--- src/rtl/vga_compositor.sv ---
// vga_compositor: raster generator, layer priority resolver and VGA output stage.
// The beam counters form stage 0; layers answer at stage 1; colour and sync
// leave the block registered at stage 2, so every pin describes the same pixel.
module vga_compositor #(
    parameter int          H_VISIBLE        = 800,
    parameter int          H_FRONT          = 40,
    parameter int          H_SYNC           = 128,
    parameter int          H_BACK           = 88,
    parameter int          V_VISIBLE        = 600,
    parameter int          V_FRONT          = 1,
    parameter int          V_SYNC           = 4,
    parameter int          V_BACK           = 23,
    parameter int          SYNC_ACTIVE_HIGH = 1,
    parameter int          NUM_LAYERS       = 4,
    parameter logic [11:0] BG_COLOR         = 12'h000
) (
    input  logic                             clk,
    input  logic                             rst,
    output logic [10:0]                      beam_x,
    output logic [9:0]                       beam_y,
    output logic                             frame_start,
    input  logic [NUM_LAYERS-1:0][2:0][3:0]  layer_color,
    input  logic [NUM_LAYERS-1:0]            layer_transparent,
    output logic [2:0][3:0]                  vga_color,
    output logic                             vga_hs,
    output logic                             vga_vs
);

    localparam int H_TOTAL = H_VISIBLE + H_FRONT + H_SYNC + H_BACK;
    localparam int V_TOTAL = V_VISIBLE + V_FRONT + V_SYNC + V_BACK;
    localparam int HS_START = H_VISIBLE + H_FRONT;
    localparam int HS_END   = H_VISIBLE + H_FRONT + H_SYNC;
    localparam int VS_START = V_VISIBLE + V_FRONT;
    localparam int VS_END   = V_VISIBLE + V_FRONT + V_SYNC;

    // Sync level when no pulse is in progress.
    localparam logic SYNC_IDLE = (SYNC_ACTIVE_HIGH != 0) ? 1'b0 : 1'b1;

    // BG_COLOR is written {R,G,B}; the pixel bus puts R in channel 0.
    localparam logic [2:0][3:0] BG_CH = {BG_COLOR[3:0], BG_COLOR[7:4], BG_COLOR[11:8]};

    logic            hs_raw;
    logic            vs_raw;
    logic            vis_raw;
    logic            hs_d1;
    logic            vs_d1;
    logic            vis_d1;
    logic [2:0][3:0] pick;

    // Stage 0: beam counters; line and frame wrap share the same edge.
    always_ff @(posedge clk) begin
        if (rst) begin
            beam_x <= '0;
            beam_y <= '0;
        end else if (beam_x == 11'(H_TOTAL - 1)) begin
            beam_x <= '0;
            if (beam_y == 10'(V_TOTAL - 1))
                beam_y <= '0;
            else
                beam_y <= beam_y + 10'd1;
        end else begin
            beam_x <= beam_x + 11'd1;
        end
    end

    assign frame_start = (beam_x == 11'd0) && (beam_y == 10'd0);

    assign hs_raw  = (beam_x >= 11'(HS_START)) && (beam_x < 11'(HS_END));
    assign vs_raw  = (beam_y >= 10'(VS_START)) && (beam_y < 10'(VS_END));
    assign vis_raw = (beam_x < 11'(H_VISIBLE)) && (beam_y < 10'(V_VISIBLE));

    // Stage 1: hold sync/visible while the layers compute their answer.
    always_ff @(posedge clk) begin
        if (rst) begin
            hs_d1  <= 1'b0;
            vs_d1  <= 1'b0;
            vis_d1 <= 1'b0;
        end else begin
            hs_d1  <= hs_raw;
            vs_d1  <= vs_raw;
            vis_d1 <= vis_raw;
        end
    end

    // Priority mux: walk from the lowest priority up so layer 0 wins last.
    always_comb begin
        pick = BG_CH;
        for (int i = NUM_LAYERS - 1; i >= 0; i--) begin
            if (!layer_transparent[i])
                pick = layer_color[i];
        end
    end

    // Stage 2: output registers; blanking forces black whatever the layers say.
    always_ff @(posedge clk) begin
        if (rst) begin
            vga_color <= '0;
            vga_hs    <= SYNC_IDLE;
            vga_vs    <= SYNC_IDLE;
        end else begin
            vga_color <= vis_d1 ? pick : '0;
            vga_hs    <= hs_d1 ? ~SYNC_IDLE : SYNC_IDLE;
            vga_vs    <= vs_d1 ? ~SYNC_IDLE : SYNC_IDLE;
        end
    end

endmodule

--- config.mk ---
export PLATFORM = sky130hd
export DESIGN_NAME = vga_compositor
export DESIGN_NICKNAME = d
export VERILOG_FILES = /design/src/rtl/vga_compositor.sv
export SDC_FILE = /design/constraint.sdc
export NUM_CORES = 1
export LEC_CHECK = 0
export CAP_MARGIN = 20
export CORE_ASPECT_RATIO = 1.1
export CORE_MARGIN = 10
export CORE_UTILIZATION = 23
export DETAILED_ROUTE_END_ITERATION = 12
export GPL_TIMING_DRIVEN = 0
export PLACE_DENSITY = 0.58
export SLEW_MARGIN = 20
export SYNTH_ARGS = -nofsm -noshare
export SYNTH_HDL_FRONTEND = slang
export SYNTH_SLANG_ARGS = --single-unit
--- constraint.sdc ---
create_clock -name clk -period 2.17 [get_ports clk]
set_clock_uncertainty 0.15 [all_clocks]
set_input_delay 0.217 -clock clk [delete_from_list [all_inputs] [get_ports clk]]
set_output_delay 0.217 -clock clk [all_outputs]
set_load 0.01 [all_outputs]
==> flow_summary.json, run 1 <==
{
  "status": "complete, no violations",
  "synthAdderAreaFrac": 0.03094,
  "place_congestion": 0.7927,
  "swShare": 0.2274,
  "cts-root-buf": "clkbuf_8",
  "leakagePower_uw": 0.001076,
  "syn_avg_cell_area_sq_um": 8.153,
  "dpl_cell_area_sq_um": 3042,
  "tns_ns": 0,
  "grt_max_degree": 13,
  "fin_area_sq_um": 3211,
  "worstMarginPinSlew_ns": 0.5358,
  "clk_latency_ns": 0.29,
  "crit_type": "reg2out",
  "synth_top_area_share": 0.3762,
  "core_area_sq_um": 8496,
  "grt_pass1_wl_microns": 10980,
  "synth-warning-count": 0,
  "synth_fp_nets": 307,
  "endpoint_kind": "output pin",
  "synth_compound_area_frac": 0.1380,
  "synth.area.mux_share": 0,
  "min_period_ns": 2.133,
  "internal_power_uw": 1198,
  "synthFlopType": "dfxtp_1",
  "clk_pin_slew_ns": 0.08,
  "synth_edf_count": 0,
  "min_path_type": "in2reg",
  "antenna_found_initial": 0,
  "worstPathArrival_ns": 1.77,
  "ctsHoldBuffers": 0,
  "ys_top_cells_by_area": "dfxtp_1, nor2_1, xnor2_1",
  "final_util": 0.3779,
  "num-fill-cells": 910,
  "ys_seq_area_frac": 0.3762,
  "combPwrFrac": 0.158,
  "start_util": 0.2380,
  "gr-total-overflow": 0,
  "finalNonFillerCells": 459,
  "routed_wl_microns": 6988,
  "initialDrtViolationCount": 105,
  "synth-async-reset-ratio": 0,
  "antenna_cells": 0,
  "area_growth_pct": 58.79,
  "place_inst": 447,
  "multi_input_area_sq_um": 1162,
  "synth_top_area_cell": "dfxtp_1",
  "rsz0062_at_grt": "true",
  "syn_area_sq_um": 2022,
  "first_pass_iters": 4,
  "fmax_ghz": 0.4689,
  "avgViaCountPerCell": 4.612,
  "drc": 0,
  "maxCapViolations": 0,
  "die_w_microns": 109.4,
  "ys_types": 35,
  "max_slew_margin": 0.6428,
  "finalPower_uw": 1551,
  "cts.sinks": 38,
  "slew_violations": 0,
  "drive_gt1_frac": 0.08621,
  "clockBufferDepth": 2,
  "p_switching_uw": 352.7,
  "pwr-share-clk": 0.378,
  "io_pins": 90,
  "register_area_sq_um": 769.5,
  "cts-htree-levels": 2,
  "cts_tree": "done",
  "antenna_left": 0,
  "die_y_microns": 118.3,
  "ir_drop_uv": 183.3,
  "finalHoldViolations": 0,
  "ys_ff_latch": 38,
  "setup_viol": 0,
  "cellPowerDensity_nw_per_um2": 483.1,
  "dieArea_sq_um": 12950,
  "pwr-share-seq": 0.464,
  "via_count": 2117,
  "post-route-period-util": 0.9828,
  "cts_buffers": 5,
  "yosys.area_share.simple": 0.3249,
  "hpwl_microns": 5543,
  "io_buffers": 88,
  "worstPathMaxFanout": 2,
  "synth_top_family_by_area": "simple AND/OR/NAND/NOR gates",
  "cp_data_required_time_ns": 1.80,
  "num-nets-final": 406,
  "wl_per_cell_microns": 15.22,
  "row_count": 35,
  "synthCells": 248,
  "grt.total_usage": 0.1052,
  "cp-start-kind": "flop",
  "synthXorXnorAreaFrac": 0.06931,
  "grt_pass1_vias": 2047
}
synth_stat cells (2+ instances only):
cell	number
a31oi_1	12
nor2_1	29
and3_1	3
or3_1	2
xnor2_1	12
nor4_2	3
buf_2	2
nor2b_1	4
clkbuf_1	16
buf_6	2
nor4_1	5
nor3_1	10
ha_1	5
dfxtp_1	38
inv_1	8
o21ai_0	14
nand2_1	4
nand3_1	7
or4_1	2
nand4_1	8
xor2_1	4
nand3b_1	13
o31ai_1	2
nand2b_1	15
a21oi_1	18
power by group through the flow:
stage,clock network (uW),registers [uW],logic [uW]
2_1_floorplan,0,745,84.0
3_3_place_gp,0,737,247
3_5_place_dp,0,738,249
4_1_cts,607,719,247
5_1_grt,635,722,268
6_report,586,719,245
per-layer routing:
metal	vias to the layer above	share of wire	GRT usage
met1	986	0.41	0.1235
met4	0	0.018	0.02769
met5	-	0	0
met2	48	0.51	0.1779
met3	11	0.069	0.03370
li1	1072	-	-
worst paths after layout:
| check | slack (ns) | cells after the start | startpoint | end |
|---|---|---|---|---|
| worst max-delay path | 0.04 | 5 | beam_x[7] | frame_start |
| worst min-delay path | 0.23 | 2 | rst | vga_vs |
| worst max register to register | 0.12 | 5 | beam_x[7] | beam_y[9] |
| worst min register to register | 0.29 | 1 | vs_d1 | vga_vs |
layout make-up:
class / count / area share
Clock inverter: 3 / 0.01247
Timing Repair Buffer: 95 / 0.2892
Buffer: 17 / 0.02260
Multi-Input combinational cell: 182 / 0.3620
Tap cell: 111 / 0.04326
Inverter: 8 / 0.009353
Clock buffer: 5 / 0.02143
Sequential cell: 38 / 0.2397
stage by stage:
step / hold WS [ns] / setup slack [ns]
detailed placement: 0.2775 / -0.3173
global route: 0.2706 / -0.08158
global placement: 0.2826 / -0.3089
CTS: 0.2195 / -0.09539
floorplan: 0.2070 / 0.2398
finish: 0.2250 / 0.03731
registers in the layout (all words and copies together), names as in the netlist:
name and cells:
vga_hs 1, hs_d1 1, beam_y 10, vs_d1 1
beam_x 11, vga_color 12, vga_vs 1, vis_d1 1
cells by family after synthesis:
family / Yosys count
and+or+nand+nor: 111
adders and majority gates: 5
AOI/OAI and AO/OA: 50
DFF: 38
xor gates and xnor gates: 16
buffers and inverters: 28
cells in the final DEF, fill, tap and decap left out, drive strengths merged, types with 11 or more instances in the layout:
cell           count
a21oi             18
a31oi             12
clkbuf            20
clkdlybuf4s50     87
dfxtp             38
nand2b            15
nand3b            13
nor2              29
nor3              11
o21ai             15
xnor2             12
repair_timing:
item | in CTS | in global routing
setup endpoints to repair | 1 | 11
gates resized for setup | 12 | 4
buffers inserted | 4 | 3
pin swaps | 3 | 4
worst max-delay path, stage by stage (launching register included):
cell	delay, ns
dfxtp_4	0.35
or4_4	0.55
nor4_4	0.21
nand4_1	0.13
nor2_2	0.10
buf_2	0.14
Note: power is estimated with default switching activity, not from simulation.
==> inputs of run 2 (changes only) <==
--- a/config.mk
+++ b/config.mk
@@ -12,6 +12,7 @@
 export DETAILED_ROUTE_END_ITERATION = 12
 export GPL_TIMING_DRIVEN = 0
 export PLACE_DENSITY = 0.58
+export SKIP_CTS_REPAIR_TIMING = 1
 export SLEW_MARGIN = 20
 export SYNTH_ARGS = -nofsm -noshare
 export SYNTH_HDL_FRONTEND = slang
==> run 2 against run 1 <==
Effect of this change:
- the flow now finishes with violations (negative setup slack)
- worst setup slack got worse by 0.14 ns
- register-to-register slack about the same
- clock power barely moved
- critical path type unchanged
- largest cell class unchanged
- non-clock buffer count down 1
- cell area hardly changed
- utilization about the same
- maximum frequency down 6.2%
- sequential cell count stayed put
==> flow_summary.json, run 2 (synthesized netlist as in run 1, its figures left out) <==
{
  "status": "finished, violations left",
  "io_buffers": 88,
  "initialDrtViolationCount": 90,
  "finalPower_uw": 1552,
  "worstReg2RegStart": "beam_x[6]",
  "first_pass_iters": 4,
  "rsz0062_at_grt": "true",
  "cts.sinks": 38,
  "place_congestion": 0.7927,
  "io_pins": 90,
  "ir_drop_uv": 181.2,
  "grt_pass1_wl_microns": 10780,
  "cts-root-buf": "clkbuf_8",
  "violations": "negative setup slack",
  "cp_data_required_time_ns": 1.80,
  "mostFrequentLayoutCells": "clkdlybuf4s50_1, dfxtp_1, nor2_1, a21oi_1, nand2b_1",
  "leakagePower_uw": 0.001075,
  "whs_ns": 0.2243,
  "worstPathArrival_ns": 1.91,
  "antenna_cells": 0,
  "die_y_microns": 118.3,
  "largest_register_ffs": 12,
  "post-route-period-util": 1.048,
  "final_common_cell": "clkdlybuf4s50_1",
  "cts_tree": "done",
  "antenna_left": 0,
  "min_period_ns": 2.273,
  "crit_type": "reg2out",
  "avgViaCountPerCell": 4.590,
  "min_path_type": "in2reg",
  "largest-register": "vga_color",
  "wl_per_cell_microns": 15.20,
  "num-nets-final": 405,
  "setup_viol": 1,
  "worstPathMaxFanout": 7,
  "drc": 0,
  "cellPowerDensity_nw_per_um2": 483.6,
  "routed_wl_microns": 6960,
  "reg2reg_to": "beam_y[5]",
  "die_w_microns": 109.4,
  "finalHoldViolations": 0,
  "clk_latency_ns": 0.28,
  "pre_cts_ws_ns": -0.3173,
  "endpoint_kind": "output pin",
  "ff2ff_setup_slack_ns": 0.13,
  "via_count": 2102,
  "cts-htree-levels": 2,
  "grt.total_usage": 0.1031,
  "clockBufferDepth": 2,
  "core_area_sq_um": 8496,
  "hpwl_microns": 5543,
  "maxCapViolations": 0,
  "drive_gt1_frac": 0.08646,
  "clk_pin_slew_ns": 0.08,
  "startpoint": "beam_x[6]",
  "grt_pass1_vias": 2001,
  "gr-total-overflow": 0,
  "r2r_cells": 7,
  "area_growth_pct": 58.73,
  "endpoint": "frame_start",
  "fmax_ghz": 0.4399,
  "slew_violations": 0,
  "antenna_found_initial": 0,
  "top_regs": "vga_color x12, beam_x x11, beam_y x10",
  "cts_buffers": 5,
  "dieArea_sq_um": 12950,
  "grt_max_degree": 13,
  "max_slew_margin": 0.6451,
  "setup_slack_ns": -0.1031,
  "row_count": 35,
  "worstMarginPinSlew_ns": 0.5323,
  "start_util": 0.2380,
  "cp-start-kind": "flop"
}
==> run 2: final cells by class <==
cell class	count	area [sq um]
plain buffers	18	91.34
clock buffers	5	68.82
clock inverters	3	40.04
fillers	910	5286
inverters	8	30.03
multi-input cells	182	1162
flip-flops and latches	38	764.5
well taps	111	138.9
repair buffers	93	913.4
==> run 2: per-stage QoR <==
stage	util	cells	TNS, ns	instance area, sq um
final	0.3778	458	-0.1031	3209
after CTS	0.3708	455	-0.6410	3151
after global routing	0.3778	458	-0.2032	3209
after floorplan	-	248	0	2022
after global placement	0.3580	447	-0.3089	3042
after detailed placement	0.3580	447	-0.3173	3042
==> run 2: critical path, stage by stage (launching register included) <==
cell	delay, ns
dfxtp_2	0.33
buf_6	0.13
or4_4	0.51
buf_6	0.15
nor4_4	0.12
nand4_1	0.12
nor2_2	0.13
buf_2	0.14
==> run 2: how the worst min path moves through the flow <==
stage,cells past startpoint,slack (ns),start,endpoint
2_1_floorplan,2,0.21,layer_color[10],vga_color[10]
3_3_place_gp,1,0.28,vs_d1,vga_vs
3_5_place_dp,1,0.28,vs_d1,vga_vs
4_1_cts,2,0.22,rst,vga_vs
5_1_grt,2,0.27,rst,vga_vs
6_report,2,0.22,rst,vga_vs
==> run 2: routing by layer <==
metal | routed length (microns) | vias to the layer above | global-route usage
met3 | 475 | 8 | 0.03370
met2 | 3540 | 44 | 0.1735
li1 | - | 1069 | -
met4 | 104 | 0 | 0.02769
met1 | 2839 | 981 | 0.1212
met5 | 0 | - | 0
==> run 2: where the power goes <==
group	switching, uW	total (uW)	internal [uW]
logic	93.7	243	150
registers	10.6	724	713
clock network	246	585	338
